### src/rtl/vend_pkg.sv
// Shared coin table, FSM state type and one-hot helpers for the vending core.
package vend_pkg;
    localparam int unsigned NUM_DENOM   = 5;
    localparam int unsigned DENOM_IDX_W = 3;
    localparam int unsigned DENOM [NUM_DENOM] = '{5, 10, 20, 50, 100};

    typedef enum logic [1:0] {IDLE, DISPENSE, CHANGE} state_t;

    function automatic logic is_onehot(input logic [NUM_DENOM-1:0] v);
        return (v != '0) && ((v & (v - NUM_DENOM'(1))) == '0);
    endfunction

    function automatic logic [DENOM_IDX_W-1:0] onehot_idx(input logic [NUM_DENOM-1:0] v);
        logic [DENOM_IDX_W-1:0] idx;
        idx = '0;
        for (int i = 0; i < NUM_DENOM; i++)
            if (v[i]) idx = DENOM_IDX_W'(i);
        return idx;
    endfunction
endpackage

### src/rtl/vend_change_gen.sv
// Greedy change selector: picks the largest coin that fits the remaining balance and
// counts coins paid per denomination (counters saturate; a full counter blocks its coin).
module vend_change_gen
    import vend_pkg::*;
#(
    parameter int unsigned PRICE_W = 8,
    parameter int unsigned CNT_W   = 4
) (
    input  logic                       clk,
    input  logic                       reset,
    input  logic                       clear,
    input  logic                       step,
    input  logic [PRICE_W-1:0]         bal,
    input  logic [NUM_DENOM-1:0]       avail,
    output logic                       pick_valid_c,
    output logic [DENOM_IDX_W-1:0]     pick_idx_c,
    output logic [NUM_DENOM*CNT_W-1:0] chg_count
);
    localparam logic [CNT_W-1:0] CNT_MAX = '1;

    logic [CNT_W-1:0] cnt [NUM_DENOM];

    // Ascending scan so the last fitting denomination (the largest) wins.
    always_comb begin
        pick_valid_c = 1'b0;
        pick_idx_c   = '0;
        for (int i = 0; i < NUM_DENOM; i++) begin
            if (avail[i] && (cnt[i] != CNT_MAX) && (32'(bal) >= DENOM[i])) begin
                pick_valid_c = 1'b1;
                pick_idx_c   = DENOM_IDX_W'(i);
            end
        end
    end

    always_ff @(posedge clk or negedge reset) begin
        if (!reset) begin
            for (int i = 0; i < NUM_DENOM; i++) cnt[i] <= '0;
        end else if (clear) begin
            for (int i = 0; i < NUM_DENOM; i++) cnt[i] <= '0;
        end else if (step) begin
            cnt[pick_idx_c] <= cnt[pick_idx_c] + CNT_W'(1);
        end
    end

    for (genvar g = 0; g < NUM_DENOM; g++) begin : g_cnt
        assign chg_count[g*CNT_W +: CNT_W] = cnt[g];
    end
endmodule

### src/rtl/vend_core_param.sv
// Parametrised vending core: coins, balance, selection, stock, dispense handshake, greedy change.
// Define VEND_CHANGE_INV_EN to track per-denomination hopper inventory for change payout.
module vend_core_param
    import vend_pkg::*;
#(
    parameter int unsigned N_PROD       = 10,
    parameter int unsigned PRICE_W      = 8,
    parameter int unsigned QTY_W        = 4,
    parameter int unsigned CNT_W        = 4,
    parameter int unsigned BAL_MAX      = 200,
    parameter int unsigned DISP_TIMEOUT = 1000
) (
    input  logic                        clk,
    input  logic                        reset,
    input  logic                        coin_valid,
    input  logic [NUM_DENOM-1:0]        coin_sel,
    input  logic                        sel_valid,
    input  logic [$clog2(N_PROD)-1:0]   sel_code,
    input  logic [N_PROD*PRICE_W-1:0]   price_all,
    input  logic                        load_qty,
    input  logic [N_PROD*QTY_W-1:0]     init_qty,
    input  logic                        disp_ack,
    input  logic                        refund,
    output logic [PRICE_W-1:0]          balance,
    output logic                        coin_reject,
    output logic                        max_balance,
    output logic                        out_of_stock,
    output logic                        low_balance,
    output logic                        disp_req,
    output logic [$clog2(N_PROD)-1:0]   disp_code,
    output logic                        no_taker,
    output logic                        chg_valid,
    output logic [NUM_DENOM*CNT_W-1:0]  chg_count,
    output logic                        chg_short,
    output logic                        busy
);
    localparam int unsigned SEL_W = $clog2(N_PROD);
    localparam int unsigned TMR_W = $clog2(DISP_TIMEOUT + 1);

    state_t                 state;
    logic [QTY_W-1:0]       stock     [N_PROD];
    logic [PRICE_W-1:0]     price_arr [N_PROD];
    logic [PRICE_W-1:0]     price_lat;
    logic [TMR_W-1:0]       timer;
    logic [NUM_DENOM-1:0]   avail;
    logic                   sel_ok_c, sel_take_c, coin_take_c, coin_ok_c, coin_over_c;
    logic                   chg_clear_c, chg_step_c, pick_valid_c;
    logic [SEL_W-1:0]       sel_idx_c;
    logic [DENOM_IDX_W-1:0] coin_idx_c, pick_idx_c;
    logic [PRICE_W:0]       coin_sum_c;

    for (genvar g = 0; g < N_PROD; g++) begin : g_price
        assign price_arr[g] = price_all[g*PRICE_W +: PRICE_W];
    end

    // IDLE arbitration: load_qty > refund > sel_valid > coin_valid.
    always_comb begin
        sel_ok_c    = 32'(sel_code) < N_PROD;
        sel_idx_c   = sel_ok_c ? sel_code : '0;
        coin_idx_c  = onehot_idx(coin_sel);
        coin_sum_c  = (PRICE_W+1)'(balance) + (PRICE_W+1)'(DENOM[coin_idx_c]);
        coin_over_c = 32'(coin_sum_c) > BAL_MAX;
        sel_take_c  = (state == IDLE) && !load_qty && !refund && sel_valid && sel_ok_c;
        coin_take_c = (state == IDLE) && !load_qty && !refund && !sel_take_c &&
                      coin_valid && is_onehot(coin_sel);
        coin_ok_c   = coin_take_c && !coin_over_c;
        chg_clear_c = (state == IDLE) && !load_qty && refund;
        chg_step_c  = (state == CHANGE) && pick_valid_c;
    end

    always_ff @(posedge clk or negedge reset) begin
        if (!reset) begin
            state        <= IDLE;
            busy         <= 1'b0;
            balance      <= '0;
            price_lat    <= '0;
            timer        <= '0;
            disp_req     <= 1'b0;
            disp_code    <= '0;
            coin_reject  <= 1'b0;
            max_balance  <= 1'b0;
            out_of_stock <= 1'b0;
            low_balance  <= 1'b0;
            no_taker     <= 1'b0;
            chg_valid    <= 1'b0;
            chg_short    <= 1'b0;
            for (int p = 0; p < N_PROD; p++) stock[p] <= '0;
        end else begin
            coin_reject  <= coin_valid && !coin_ok_c;
            max_balance  <= coin_take_c && coin_over_c;
            out_of_stock <= 1'b0;
            low_balance  <= 1'b0;
            no_taker     <= 1'b0;
            chg_valid    <= 1'b0;
            unique case (state)
                IDLE: begin
                    if (load_qty) begin
                        for (int p = 0; p < N_PROD; p++) stock[p] <= init_qty[p*QTY_W +: QTY_W];
                    end else if (refund) begin
                        state <= CHANGE;
                        busy  <= 1'b1;
                    end else if (sel_take_c) begin
                        if (stock[sel_idx_c] == '0) begin
                            out_of_stock <= 1'b1;
                        end else if (balance < price_arr[sel_idx_c]) begin
                            low_balance <= 1'b1;
                        end else begin
                            state     <= DISPENSE;
                            busy      <= 1'b1;
                            disp_req  <= 1'b1;
                            disp_code <= sel_idx_c;
                            price_lat <= price_arr[sel_idx_c];
                            timer     <= '0;
                        end
                    end else if (coin_ok_c) begin
                        balance <= balance + PRICE_W'(DENOM[coin_idx_c]);
                    end
                end
                DISPENSE: begin
                    if (disp_ack) begin
                        balance  <= balance - price_lat;
                        if (stock[disp_code] != '0) stock[disp_code] <= stock[disp_code] - QTY_W'(1);
                        disp_req <= 1'b0;
                        state    <= IDLE;
                        busy     <= 1'b0;
                    end else if (32'(timer) >= DISP_TIMEOUT - 1) begin
                        no_taker <= 1'b1;
                        disp_req <= 1'b0;
                        state    <= IDLE;
                        busy     <= 1'b0;
                    end else begin
                        timer <= timer + TMR_W'(1);
                    end
                end
                CHANGE: begin
                    if (pick_valid_c) begin
                        balance <= balance - PRICE_W'(DENOM[pick_idx_c]);
                    end else begin
                        chg_valid <= 1'b1;
                        chg_short <= balance != '0;
                        state     <= IDLE;
                        busy      <= 1'b0;
                    end
                end
                default: state <= IDLE;
            endcase
        end
    end

`ifdef VEND_CHANGE_INV_EN
    logic [CNT_W-1:0] inv [NUM_DENOM];

    // Hopper fills from accepted coins (saturating) and drains as change is paid.
    always_ff @(posedge clk or negedge reset) begin
        if (!reset) begin
            for (int i = 0; i < NUM_DENOM; i++) inv[i] <= '0;
        end else if (coin_ok_c) begin
            if (inv[coin_idx_c] != '1) inv[coin_idx_c] <= inv[coin_idx_c] + CNT_W'(1);
        end else if (chg_step_c) begin
            inv[pick_idx_c] <= inv[pick_idx_c] - CNT_W'(1);
        end
    end

    for (genvar g = 0; g < NUM_DENOM; g++) begin : g_avail
        assign avail[g] = inv[g] != '0;
    end
`else
    assign avail = '1;
`endif

    vend_change_gen #(
        .PRICE_W (PRICE_W),
        .CNT_W   (CNT_W)
    ) u_change (
        .clk          (clk),
        .reset        (reset),
        .clear        (chg_clear_c),
        .step         (chg_step_c),
        .bal          (balance),
        .avail        (avail),
        .pick_valid_c (pick_valid_c),
        .pick_idx_c   (pick_idx_c),
        .chg_count    (chg_count)
    );
endmodule
### config.mk
export PLATFORM = sky130hd
export DESIGN_NAME = vend_core_param
export DESIGN_NICKNAME = d
export VERILOG_FILES = /design/src/rtl/vend_pkg.sv /design/src/rtl/vend_change_gen.sv /design/src/rtl/vend_core_param.sv
export SDC_FILE = /design/constraint.sdc
export NUM_CORES = 1
export LEC_CHECK = 0
export CORE_MARGIN = 4
export CORE_UTILIZATION = 32
export DETAILED_ROUTE_END_ITERATION = 16
export GPL_ROUTABILITY_DRIVEN = 0
export SYNTH_ARGS = -nofsm -noshare
export SYNTH_HDL_FRONTEND = slang
export SYNTH_HIERARCHICAL = 1
export SYNTH_SLANG_ARGS = --single-unit
### constraint.sdc
create_clock -name clk -period 4.5 [get_ports clk]
set_clock_uncertainty 0.2 [all_clocks]
set_input_delay 0.9 -clock clk [delete_from_list [all_inputs] [get_ports clk]]
set_output_delay 0.9 -clock clk [all_outputs]
set_load 0.01 [all_outputs]
[Word-level counts from Yosys, hierarchy flattened]
Memory sizes are Yosys's and may differ from the RTL's.
Index checks and enable logic that the tools add are counted.
Cells by class
  $add $sub $neg: 8
  equality and inequality tests: 25
  reductions and logical operators: 42
  magnitude comparators: 15
  bitwise gates (word level): 10
  multiplexer cells: 94
Operators with widths (number)
  $mux 40: 3
  $mux 8: 10
  $pmux 40 s2: 1
  $mux 10: 7
  $bwmux 40: 1
  $mux 20: 2
  $mux 4: 9
  $mux 1: 33
  $bmux 4 s4: 2
  $bmux 8 s4: 1
  $ne 2x2->1 const B: 14
  $pmux 8 s3: 1
  $mux 2: 11
  $reduce_and 7->1: 3
  $bwmux 20: 1
  $logic_and 1x1->1: 20
  $ne 4x4->1 const B: 5
  $pmux 10 s2: 1
  $mux 9: 2
  $demux 4 s4: 1
  $sub 8x8->8: 2
  $bmux 4 s3: 1
  $demux 4 s3: 1
  $ne 3x3->1 const B: 4
  42 further kinds: 58
Word-level totals
  input bits: 136
  bits in registers: 101
  logic and storage cells: 225
  output and inout bits: 41
  memories: 2
  memory bits (read-only): 512
Memory list
  (no name shown): words 8, bits a word 32, read ports 1, clocked after Yosys merged registers in 0, write ports 0, line vend_core_param.sv:137  | balance <= balance - PRICE_W'(DENOM[pick_idx_c]);
  (no name shown): words 8, bits a word 32, read ports 1, clocked after Yosys merged registers in 0, write ports 0, line vend_core_param.sv:116  | balance <= balance + PRICE_W'(DENOM[coin_idx_c]);

[Longest topological paths before layout]
Gate-level depths: netlist of run 1.
  depth after elaboration: 17
  depth in mapped cells: 19
  gate-level depth less buffers: 17

[By module]
Netlist of run 1, hierarchy kept.
By module, submodules not included
  vend_core_param: seq. area each 2026.9 um2, times used 1, area each 6533.8 um2, cells each 742
  vend_change_gen: seq. area each 500.5 um2, times used 1, area each 1351.3 um2, cells each 153

[Least setup slack after synthesis of run 1]
No wires, ideal clock.
  path type: input to register
  start: input sel_code[3]
  end: register timer[9]
  setup time: 0.079 ns
  path buffers: 2
  arrival time: 3.824 ns
  required time: 4.221 ns
  stages on the path: 16
  path slack: 0.397 ns
  cell sequence: buf_2 -> o21ai_2 -> nand2_2 -> mux4_2 -> nand2_1 -> o21ai_0 -> o21ai_0 -> ha_1 -> o21ai_0 -> a21oi_1 -> a21boi_0 -> a41oi_2 -> o2bb2ai_2 -> buf_4 -> a2111oi_2 -> a2bb2oi_1
On the way
  cells in the longest elaborated chain, start to end: 9
  elaborated cells on any way between the ends: 16
  those cells by class: 2 x order compare; 3 x eq/ne; 7 x mux; 1 x bitwise; 3 x reduce/logical
RTL lines
  from (decl): line vend_core_param.sv:18  | input logic [$clog2(N_PROD)-1:0] sel_code,
  $lt 4x4->1: line vend_core_param.sv:58  | sel_ok_c = 32'(sel_code) < N_PROD;
  $mux 4: line vend_core_param.sv:59  | sel_idx_c = sel_ok_c ? sel_code : '0;
  $not 4->5 (implied by the code): line vend_core_param.sv:103, vend_core_param.sv:105
  $bmux 8 s4 or $bmux 4 s4 (tied branches): line vend_core_param.sv:105, vend_core_param.sv:103
  $mux 8 (implied by the code) or $mux 4 (tied branches) (2 in a row): line vend_core_param.sv:105, vend_core_param.sv:103
  $lt 8x8->1 or $logic_not 4->1 (tied branches): line vend_core_param.sv:105, vend_core_param.sv:103
  $ne 2x2->1 (no source line)
  $reduce_and 8->1 (no source line) *
  to (signal assigned): line vend_core_param.sv:132  | timer <= timer + TMR_W'(1);
  to (decl): line vend_core_param.sv:44  | logic [TMR_W-1:0] timer;
Every way passes the cells marked *; elsewhere a longest branch is shown, timed or not. The select of a mux whose other input is x is not followed.
A chain may end at the register's enable or synchronous reset.

[Worst setup path in the final report of run 1]
  start: input sel_code[1]
  end: register timer[6]
Same word-level chain as after synthesis.

==> reports/metrics.yaml, run 1 <==
outcome: "finished clean"
hold_viol: 0
tightest_slew_ns: 1.24
nets: 1275
grt_max_degree: 83
initial_core_util_pct: 32.5
cts-root-buf: "clkbuf_16"
synth-edff-count: 0
relSlewSlack_pct: 17.0
layout.cells.non_filler: 1435
ys_async_sr_fraction_pct: 100
io_buffers: 176
cp-end-kind: "flop"
cellLeakagePower_nw: 4.47
grt_use_met2_pct: 33.0
ios: 177
crit_slowest_cell: "clkdlybuf4s50_1"
ir_drop_mv: 0.292
worst_slack_ns: 0.235
worst-path-max-fanout: 8
pre_cts_ws_ns: -0.325
die_y_um: 165
num_rows: 57
seqCellArea_sq_um: 2530
grt_pass1_wl_um: 41700
syn2layout_area_growth_pct: 37.0
yosysWarningCount: 6
cts_tree: "yes"
initialDrtViolationCount: 404
setup_viol: 0
drv_slew: 0
dp_cells: 1417
worstPathArrival_ns: 4.30
grt.total_usage_pct: 19.3
crit_chain: "clkdlybuf4s50_1 > o21ai_2 > nand2_4 > mux4_2 > nand2_1 > o21ai_0 > o21ai_0 > buf_4 > ha_1 > nand4_1 > a21oi_1 > a21boi_1 > a41oi_2 > buf_4 > o2bb2ai_2 > a2111oi_2 > a211o_1"
pwr_density_cell_nw_per_um2: 572
ys_ff_latch: 101
netlist.area_leader.share_pct: 32.1
drt_wl_total_um: 27000
timing.rr.start: "balance[4]"
drt_pass1_iterations: 5
met3_usage_pct: 2.89
gr-usage-met1_pct: 25.4
design.core.area_sq_um: 24200
hpwl_um: 20800
ys_types: 91
setup-tns-final_ns: 0
crit_start: "sel_code[1]"
h-tree-depth: 3
die_w_um: 165
cts_sinks: 101
drive_gt1_share_pct: 13.9
vias: 7963
multi_input_area_sq_um: 5120
grt_pass1_vias: 7806
synth.avg_cell_area_sq_um: 8.81
hold_buffers: 0
fin_crit_ns: 4.26
gr-total-overflow: 0
synthTopCellsByArea: "dfrtp_1 (32%), ha_1 (4.9%), nor2_1 (4.4%)"
synth_ff_type: "dfrtp_1"
synthCells: 895
numCtsBuffers: 9
synth_common_cells: "dfrtp_1 (101), nor2_1 (92), nand2_1 (80), a21oi_1 (61), o21ai_0 (51)"
fillers: 2383
synth_top_area_cell: "dfrtp_1"
clkLatencyLatePin_ns: 0.37
antenna_found_initial: 0
cp_slowest_stage_delay_ns: 0.54
insertedDiodeCount: 0
post_drt_wl_per_cell_um: 18.8
critPathKind: "input pin to flop"
max_cap_viol_count: 0
holdCritStartpoint: "price_lat[1]"
rsz0062_at_grt: "false"
syn_area_sq_um: 7890
start_kind: "input pin"
ant_nets: 0
fin_crit_sh_pct: 94.8
via_per_inst: 5.55
min_path_type: "flop to flop"
cts_max_path_buffers: 2
clk_pin_slew_ns: 0.07
critical_path_required_ns: 4.54
synth_most_common_cell: "dfrtp_1"
busiest_layer: "met2"
die_area_sq_um: 27200
fmax_ghz: 0.234
drcViolationCount: 0
ys_seq_area_share_pct: 32.1
-- flip-flops by register name, indices dropped and copies added (netlist names), 2 cells and up --
register,cells
state,2
stock,40
balance,8
timer,10
u_change/chg_count,20
disp_code,4
price_lat,8
-- report_power, final --
group | switching, mW | leakage [nW] | internal [mW] | total, mW
clock network | 0.400 | 0.149 | 0.447 | 0.847
logic | 1.93 | 3.07 | 1.64 | 3.57
registers | 0.490 | 1.26 | 1.27 | 1.76
total | 2.82 | 4.47 | 3.36 | 6.18
-- layout make-up --
cell class	instances	share of cell area, %
multi-input cells	720	47.4
flip-flops and latches	101	23.4
repair buffers	242	21.4
well taps	324	3.75
clock buffers	9	2.08
inverters	32	1.11
clock inverters	7	0.857
-- layer usage --
| metal | share of wire, % | vias to the layer above | wire length, um |
|---|---|---|---|
| met2 | 50 | 245 | 13400 |
| met3 | 5.2 | 31 | 1390 |
| met1 | 43 | 3873 | 11700 |
| met4 | 1.9 | 0 | 515 |
| met5 | 0 | - | 0 |
| li1 | - | 3814 | - |
-- cell families (layout without fill, tap and decap cells) --
group                      after synthesis  after routing  synth area share, %
AOI/OAI and AO/OA                      314            315                 28.0
and+or+nand+nor                        307            307                 19.6
DFF                                    101            101                 32.1
buffers and inverters                   82            290                 4.78
muxes                                   45             45                 8.79
adders and majority gates               33             33                 5.43
xor gates and xnor gates                12             12                 1.33
other                                    1              8               0.0476
-- stage by stage --
| stage | hold slack [ns] | instance area, sq um | power (mW) | utilization (%) |
|---|---|---|---|---|
| 2_1_floorplan | 0.249 | 7910 | 3.92 | - |
| 3_3_place_gp | 0.271 | 10400 | 5.26 | 42.8 |
| 3_5_place_dp | 0.273 | 10400 | 5.29 | 42.8 |
| 4_1_cts | 0.290 | 10700 | 6.15 | 44.1 |
| 5_1_grt | 0.320 | 10800 | 6.63 | 44.6 |
| 6_report | 0.284 | 10800 | 6.18 | 44.6 |
-- path summary, 6_finish.rpt --
path | end | slack [ns] | depth (start not counted)
worst min register to register | price_lat[1] | 0.28 | 2
worst min-delay path | price_lat[1] | 0.28 | 2
max in group asynchronous | stock[30] | 2.84 | 2
worst max register to register | balance[6] | 0.55 | 14
min in group asynchronous | u_change/chg_count[4] | 0.41 | 1
worst max-delay path | timer[6] | 0.24 | 17
-- layout by cell type (no fill, tap or decap), types with 6 or more instances in the layout --
master           netlist  routed
a211o_1               16      16
a211oi_1              17      17
a21o_1                14      14
a21oi_1               61      60
a22oi_1               11      11
a31oi_1               24      24
and2_1                 6       6
and3_1                21      21
buf_4                  5      61
clkbuf_16              0       9
clkdlybuf4s50_1        0     174
conb_1                 1       8
dfrtp_1              101     101
ha_1                  31      30
inv_1                 31      31
mux2_2                15      15
mux2i_1               13      13
mux4_2                14      14
nand2_1               80      80
nand2b_1              10      10
nand3_1               16      16
nand4_1                8       8
nor2_1                92      92
nor2b_1               10      10
nor3_1                15      15
nor4_1                13      13
o211ai_1               6       6
o21a_1                 8       7
o21ai_0               51      46
o21ai_1               10      15
o22a_1                22      22
o22ai_1               14      14
or3_1                  6       6
xor2_1                 7       7
-- critical path: cells and delay by family --
family | cells | cell delay (ns)
AO/OA/AOI/OAI | 9 | 1.43
AND/OR/NAND/NOR | 3 | 0.35
multiplexers | 1 | 0.52
buffers and inverters | 3 | 0.87
adder cells (fa/ha/maj) | 1 | 0.24
-- timing repair --
action,4_1_cts,5_1_grt
setup endpoints to repair,0,26
setup buffers,0,1
resized for setup,0,24
Note: power is estimated with default switching activity, not from simulation.
==> inputs of run 2 (changes only) <==
--- a/config.mk
+++ b/config.mk
@@ -5,8 +5,10 @@
 export SDC_FILE = /design/constraint.sdc
 export NUM_CORES = 1
 export LEC_CHECK = 0
+export ABC_AREA = 1
 export CORE_MARGIN = 4
 export CORE_UTILIZATION = 32
+export CTS_BUF_LIST = sky130_fd_sc_hd__clkbuf_8 sky130_fd_sc_hd__clkbuf_16
 export DETAILED_ROUTE_END_ITERATION = 16
 export GPL_ROUTABILITY_DRIVEN = 0
 export SYNTH_ARGS = -nofsm -noshare
==> run 2 against run 1 <==
  * Combinational power is 10% higher
  * Register-to-register slack better by 0.17 ns
  * Fmax is 2.6% higher
  * Wire length is 5.2% lower
  * Utilization is 1.9 points lower
  * Synthesized area is 0.19% lower
  * Worst hold slack better by 0.0043 ns
  * Sequential cell count stayed put
  * Non-clock buffer count is 47 lower
  * Via count is 1.1% higher
  * Critical path type unchanged
  * Highest routed layer unchanged
==> reports/metrics.yaml, run 2 <==
worstPathArrival_ns: 4.25  # -0.05 ns
critical_path_required_ns: 4.59  # +0.05 ns
synth-edff-count: 0  # unchanged
fin_crit_sh_pct: 92.4  # -2.4 points
synthMuxAreaShare_pct: 0  # -8.8 points
cts_tree: "yes"
setup_viol: 0  # unchanged
drive_gt1_share_pct: 10.4  # -3.5 points
post_drt_wl_per_cell_um: 15.8  # -16%
dpl_cell_area_sq_um: 10000  # -3.3%
syn2layout_area_growth_pct: 31.4
hold_buffers: 0  # unchanged
ant_nets: 0  # unchanged
synthTopCellsByArea: "dfrtp_1 (32%), nand2_1 (12%), inv_1 (7.3%)"
rsz0062_at_grt: "false"
synth_most_common_cell: "nand2_1"
synth-simple-area-share_pct: 30.8  # +11 points
pwr_density_cell_nw_per_um2: 609  # +6.5%
worst_slack_ns: 0.343  # +0.108 ns
synth-compound-area-share_pct: 20.4  # -7.6 points
cts_resized: 0  # unchanged
ios: 177  # unchanged
relSlewSlack_pct: 58.6  # +42 points
tightest_slew_ns: 0.613  # -0.630 ns
vias: 8048  # +1.1%
initialDrtViolationCount: 497  # +23%
die_y_um: 165  # about the same
die_area_sq_um: 27200  # -0.18%
synth_xor_area_share_pct: 1.22  # -0.11 points
grt_pass1_wl_um: 40300  # -3.3%
crit_chain: "clkdlybuf4s50_1 > o21ai_4 > nand2_4 > or2_2 > o211ai_1 > o311ai_0 > a31oi_1 > ha_1 > a21oi_1 > nor2_1 > a211oi_1 > nand2_2 > nand2_4 > nand2_4 > nand2_4 > nand2_1 > nand2_1"
die_w_um: 165  # about the same
largest_reg_flops: 40  # unchanged
max_cap_viol_count: 0  # unchanged
ys_async_sr_fraction_pct: 100  # unchanged
hold_viol: 0  # unchanged
hpwl_um: 20400  # -2.0%
clk_pin_slew_ns: 0.07  # about the same
design.core.area_sq_um: 24200  # unchanged
drt_wl_total_um: 25600  # -5.2%
synth_top_area_cell: "dfrtp_1"
antenna_found_initial: 0  # unchanged
fin_crit_ns: 4.16  # -0.108 ns
start_kind: "input pin"
drcViolationCount: 0  # unchanged
ys_seq_area_share_pct: 32.1  # +0.061 points
pre_cts_ws_ns: -0.00962  # +0.315 ns
insertedDiodeCount: 0  # unchanged
fmax_ghz: 0.241  # +2.6%
synthAdderAreaFrac_pct: 5.44  # +0.010 points
ys_ff_latch: 101  # unchanged
cts_max_path_buffers: 2  # unchanged
synthCells: 1115  # +25%
ir_drop_mv: 0.281  # -3.8%
drv_slew: 0  # unchanged
worst-path-max-fanout: 18  # +10
numCtsBuffers: 9  # unchanged
cts-root-buf: "clkbuf_16"
hold_ws_ns: 0.289  # +0.00427 ns
grt_max_degree: 49  # -41%
yosysWarningCount: 6  # unchanged
clkLatencyLatePin_ns: 0.36  # about the same
drt_pass1_iterations: 5  # unchanged
gr-total-overflow: 0  # unchanged
fillers: 2531  # +6.2%
cp_slowest_stage_delay_ns: 0.55  # about the same
synth_top_family_by_area: "simple AND/OR/NAND/NOR gates"
syn_area_sq_um: 7870  # -0.19%
nets: 1464  # +15%
outcome: "finished clean"
largest-register: "stock"
crit_slowest_cell: "clkdlybuf4s50_1"
finish.instance_area_sq_um: 10300  # -4.3%
critPathKind: "input pin to flop"
postCtsSetupRepairBufs: 0  # unchanged
grt_pass1_vias: 7774  # -0.41%
grt.total_usage_pct: 18.7  # -0.54 points
cellLeakagePower_nw: 4.69  # +4.9%
ys_types: 57  # -37%
final_cell_mix: "nand2_1 (244), clkdlybuf4s50_1 (175), inv_1 (153), dfrtp_1 (101), nor2_1 (96)"
synth_ff_type: "dfrtp_1"
layout_commonest_cell: "nand2_1"
cpMostUsedCell: "nand2_4"
io_buffers: 176  # unchanged
num_rows: 57  # unchanged
initial_core_util_pct: 32.5  # -0.062 points
cp-end-kind: "flop"
netlist.area_leader.share_pct: 32.1  # +0.061 points
via_per_inst: 4.96  # -11%
synth.avg_cell_area_sq_um: 7.06  # -20%
min_path_type: "flop to flop"
h-tree-depth: 3  # unchanged
cts_sinks: 101  # unchanged
synth_common_cells: "nand2_1 (244), inv_1 (153), dfrtp_1 (101), nor2_1 (96), o21ai_0 (79)"
-- run 2: per-stage QoR --
stage                     setup TNS (ns)  std cells  util, %  power (mW)
after floorplan                        0       1120        -        4.21
after global placement                 0       1608     41.4        5.44
after detailed placement         -0.0292       1608     41.4        5.50
after CTS                              0       1624     42.7        6.33
after global routing                   0       1624     42.7        6.86
final                                  0       1624     42.7        6.30
-- run 2: where the power goes --
group	leakage, nW	switching, mW	internal [mW]
Sequential	1.32	0.315	1.25
Combinational	3.23	2.44	1.48
Clock	0.149	0.369	0.440
-- run 2: area by class of cell --
type	count	area, sq um	area share, %
clock buffers	9	225	2.18
well taps	324	405	3.92
inverters	164	621	6.00
multi-input cells	824	4580	44.3
repair buffers	195	1900	18.4
clock inverters	7	80.1	0.774
flip-flops and latches	101	2530	24.4
-- run 2: worst max-delay path, delay by kind of cell --
family	cells	cell delay [ns]
compound gates	6	1.28
fa+ha+maj	1	0.29
buf+inv	1	0.55
simple gates	9	1.22
-- run 2: path summary, 6_finish.rpt --
kind                              from            to  depth (start not counted)  slack, ns
max in group asynchronous        reset  price_lat[5]                          2       2.83
min in group asynchronous        reset   max_balance                          1       0.33
min                           timer[9]      timer[9]                          2       0.29
max                        sel_code[2]      timer[8]                         17       0.34
max reg2reg                 balance[1]    balance[7]                         21       0.72
min reg2reg                   timer[9]      timer[9]                          2       0.29
-- run 2: routing by layer --
layer	vias to the layer above	GRT usage [%]	share of wire, %	wire, um
met4	0	4.88	2.1	529
met2	200	33.0	50	12700
met3	36	2.57	4.2	1070
met1	3716	24.1	44	11300
met5	-	0	0	0
li1	4096	-	-	-
-- run 2: kinds of logic (layout without fill, tap and decap cells) --
logic type | after synthesis | after routing
and+or+nand+nor | 513 | 513
AOI/OAI and AO/OA | 261 | 261
buffers and inverters | 195 | 375
DFF | 101 | 101
adders and majority gates | 33 | 33
xor gates and xnor gates | 11 | 11
other | 1 | 6
==> inputs of run 3 (changes only) <==
--- a/config.mk
+++ b/config.mk
@@ -7,7 +7,7 @@
 export LEC_CHECK = 0
 export ABC_AREA = 1
 export CORE_MARGIN = 4
-export CORE_UTILIZATION = 32
+export CORE_UTILIZATION = 35
 export CTS_BUF_LIST = sky130_fd_sc_hd__clkbuf_8 sky130_fd_sc_hd__clkbuf_16
 export DETAILED_ROUTE_END_ITERATION = 16
 export GPL_ROUTABILITY_DRIVEN = 0
==> run 3 against run 2 <==
  * Highest routed layer unchanged
  * Cell area decreased by 0.22%
  * Clock-buffer cell count rose by 2
  * Fmax increased by 3.8%
  * Utilization up 4.3 points
  * Global-route usage increased by 2.1 points
  * Critical path depth is the same
  * Critical endpoint is now timer[4]
  * Sequential share of layout area up 0.053 points
  * Final cell count decreased by 2.6%
  * Largest power group unchanged
  * Total power rose by 0.99%
  * Clock power increased by 2%
  * Wire length up 0.31%
  * Register-to-register slack better by 0.08 ns
==> reports/metrics.yaml, run 3 (synthesized netlist as in run 2, its figures left out) <==
setup-tns-final_ns: 0  # unchanged
clockPowerShare_pct: 13.0  # +0.2 points
hold_viol: 0  # unchanged
rsz0062_at_grt: "false"
drv_slew: 0  # unchanged
pwr-share-comb_pct: 63.0  # +0.7 points
postCtsSetupRepairBufs: 0  # unchanged
via_per_inst: 5.18  # +4.5%
grt_max_degree: 72  # +47%
switching_share_pct: 49.4  # -0.16 points
vias: 8195  # +1.8%
io_buffers: 176  # unchanged
cts_resized: 0  # unchanged
largest-register: "stock"
die_w_um: 158  # -4.2%
ios: 177  # unchanged
intPower_mw: 3.22  # +1.3%
layout_commonest_cell: "nand2_1"
drt_pass1_iterations: 5  # unchanged
r2r_slack_ns: 0.80  # +0.08 ns
drcViolationCount: 0  # unchanged
hold_buffers: 0  # unchanged
drt_wl_total_um: 25700  # +0.31%
relSlewSlack_pct: 36.0  # -23 points
drive_gt1_share_pct: 10.5  # +0.14 points
cts-root-buf: "clkbuf_16"
nets: 1466  # +0.14%
critical_path_required_ns: 4.59  # about the same
p_seq_share_pct: 24.0  # -0.8 points
initial_core_util_pct: 35.8  # +3.4 points
die_area_sq_um: 24900  # -8.2%
hpwl_um: 20000  # -2.0%
fillers: 2201  # -13%
tightest_slew_ns: 0.959  # +0.347 ns
ant_nets: 0  # unchanged
fmax_ghz: 0.250  # +3.8%
design.core.area_sq_um: 22000  # -9.4%
cts_tree: "yes"
multi_input_area_sq_um: 4580  # unchanged
initialDrtViolationCount: 524  # +5.4%
final_cell_mix: "nand2_1 (244), clkdlybuf4s50_1 (175), inv_1 (153), dfrtp_1 (101), nor2_1 (96)"
worstPathArrival_ns: 4.10  # -0.15 ns
pwr_density_cell_nw_per_um2: 616  # +1.2%
largest_reg_flops: 40  # unchanged
max_cap_viol_count: 0  # unchanged
cts_max_path_buffers: 2  # unchanged
antenna_found_initial: 0  # unchanged
switchingPower_mw: 3.15  # +0.66%
clk_pin_slew_ns: 0.07  # about the same
critPathKind: "input pin to flop"
numCtsBuffers: 9  # unchanged
syn2layout_area_growth_pct: 31.1
cellLeakagePower_nw: 4.72  # +0.48%
worst-path-max-fanout: 22  # +4
min_path_type: "flop to flop"
seqCellArea_sq_um: 2530  # unchanged
start_kind: "input pin"
grt_pass1_wl_um: 41300  # +2.4%
cp-end-kind: "flop"
setup_viol: 0  # unchanged
num_rows: 54  # -5.3%
grt_pass1_vias: 7908  # +1.7%
fin_crit_sh_pct: 89.0  # -3.3 points
clkLatencyLatePin_ns: 0.36  # about the same
ir_drop_mv: 0.298  # +6.2%
gr-total-overflow: 0  # unchanged
hold_ws_ns: 0.273  # -0.0156 ns
grt.total_usage_pct: 20.8  # +2.1 points
outcome: "finished clean"
cts_sinks: 101  # unchanged
post_drt_wl_per_cell_um: 16.2  # +3.0%
h-tree-depth: 3  # unchanged
die_y_um: 158  # -4.2%
fin_crit_ns: 4.01  # -0.151 ns
finalPower_mw: 6.36  # +0.99%
insertedDiodeCount: 0  # unchanged
==> run 3: layout make-up <==
class	instances	share of cell area, %
clock buffers	11	2.45
clock inverters	5	0.558
inverters	164	6.01
multi-input cells	824	44.4
flip-flops and latches	101	24.5
well taps	280	3.39
repair buffers	197	18.7
==> run 3: worst paths after layout <==
check / startpoint / to / cells after the start
worst min register to register: timer[9] / timer[9] / 2
worst max register to register: balance[7] / balance[7] / 21
max in group asynchronous: reset / stock[8] / 2
worst max-delay path: sel_code[2] / timer[4] / 17
min in group asynchronous: reset / max_balance / 1
worst min-delay path: timer[9] / timer[9] / 2
==> run 3: power by group through the flow <==
| stage | Combinational [mW] | Sequential [mW] | Clock, mW |
|---|---|---|---|
| after floorplan | 2.66 | 1.54 | 0 |
| after CTS | 4.02 | 1.53 | 0.846 |
| after global placement | 3.96 | 1.54 | 0 |
| after detailed placement | 4.00 | 1.54 | 0 |
| final | 4.01 | 1.53 | 0.828 |
| after global routing | 4.50 | 1.57 | 0.884 |
==> run 3: worst max-delay path: stages <==
cell	delay, ns
clkdlybuf4s50_1	0.63
o21ai_4	0.11
nand2_4	0.23
buf_4	0.21
nor2_1	0.05
o311ai_0	0.33
a31oi_1	0.16
ha_1	0.32
a21oi_1	0.13
nor2_1	0.06
a211oi_1	0.30
nand2_2	0.13
nand2_4	0.09
nand2_4	0.15
nand2_4	0.17
nand2_1	0.07
nand2_1	0.06
==> run 3: per-layer routing <==
metal | wire length (um) | share of wire (%) | track usage [%]
met1 | 11100 | 43 | 26.5
met3 | 1300 | 5.1 | 4.05
met5 | 0 | 0 | 0
met4 | 725 | 2.8 | 6.90
met2 | 12500 | 49 | 35.6
==> run 3: through the flow <==
step / setup WS [ns] / cell area (sq um) / util, % / instances
2_1_floorplan: 0.893 / 7890 / - / 1120
3_3_place_gp: 0.236 / 10000 / 45.6 / 1566
3_5_place_dp: 0.148 / 10000 / 45.6 / 1566
4_1_cts: 0.515 / 10300 / 47.0 / 1582
6_report: 0.494 / 10300 / 47.0 / 1582
5_1_grt: 0.130 / 10300 / 47.0 / 1582
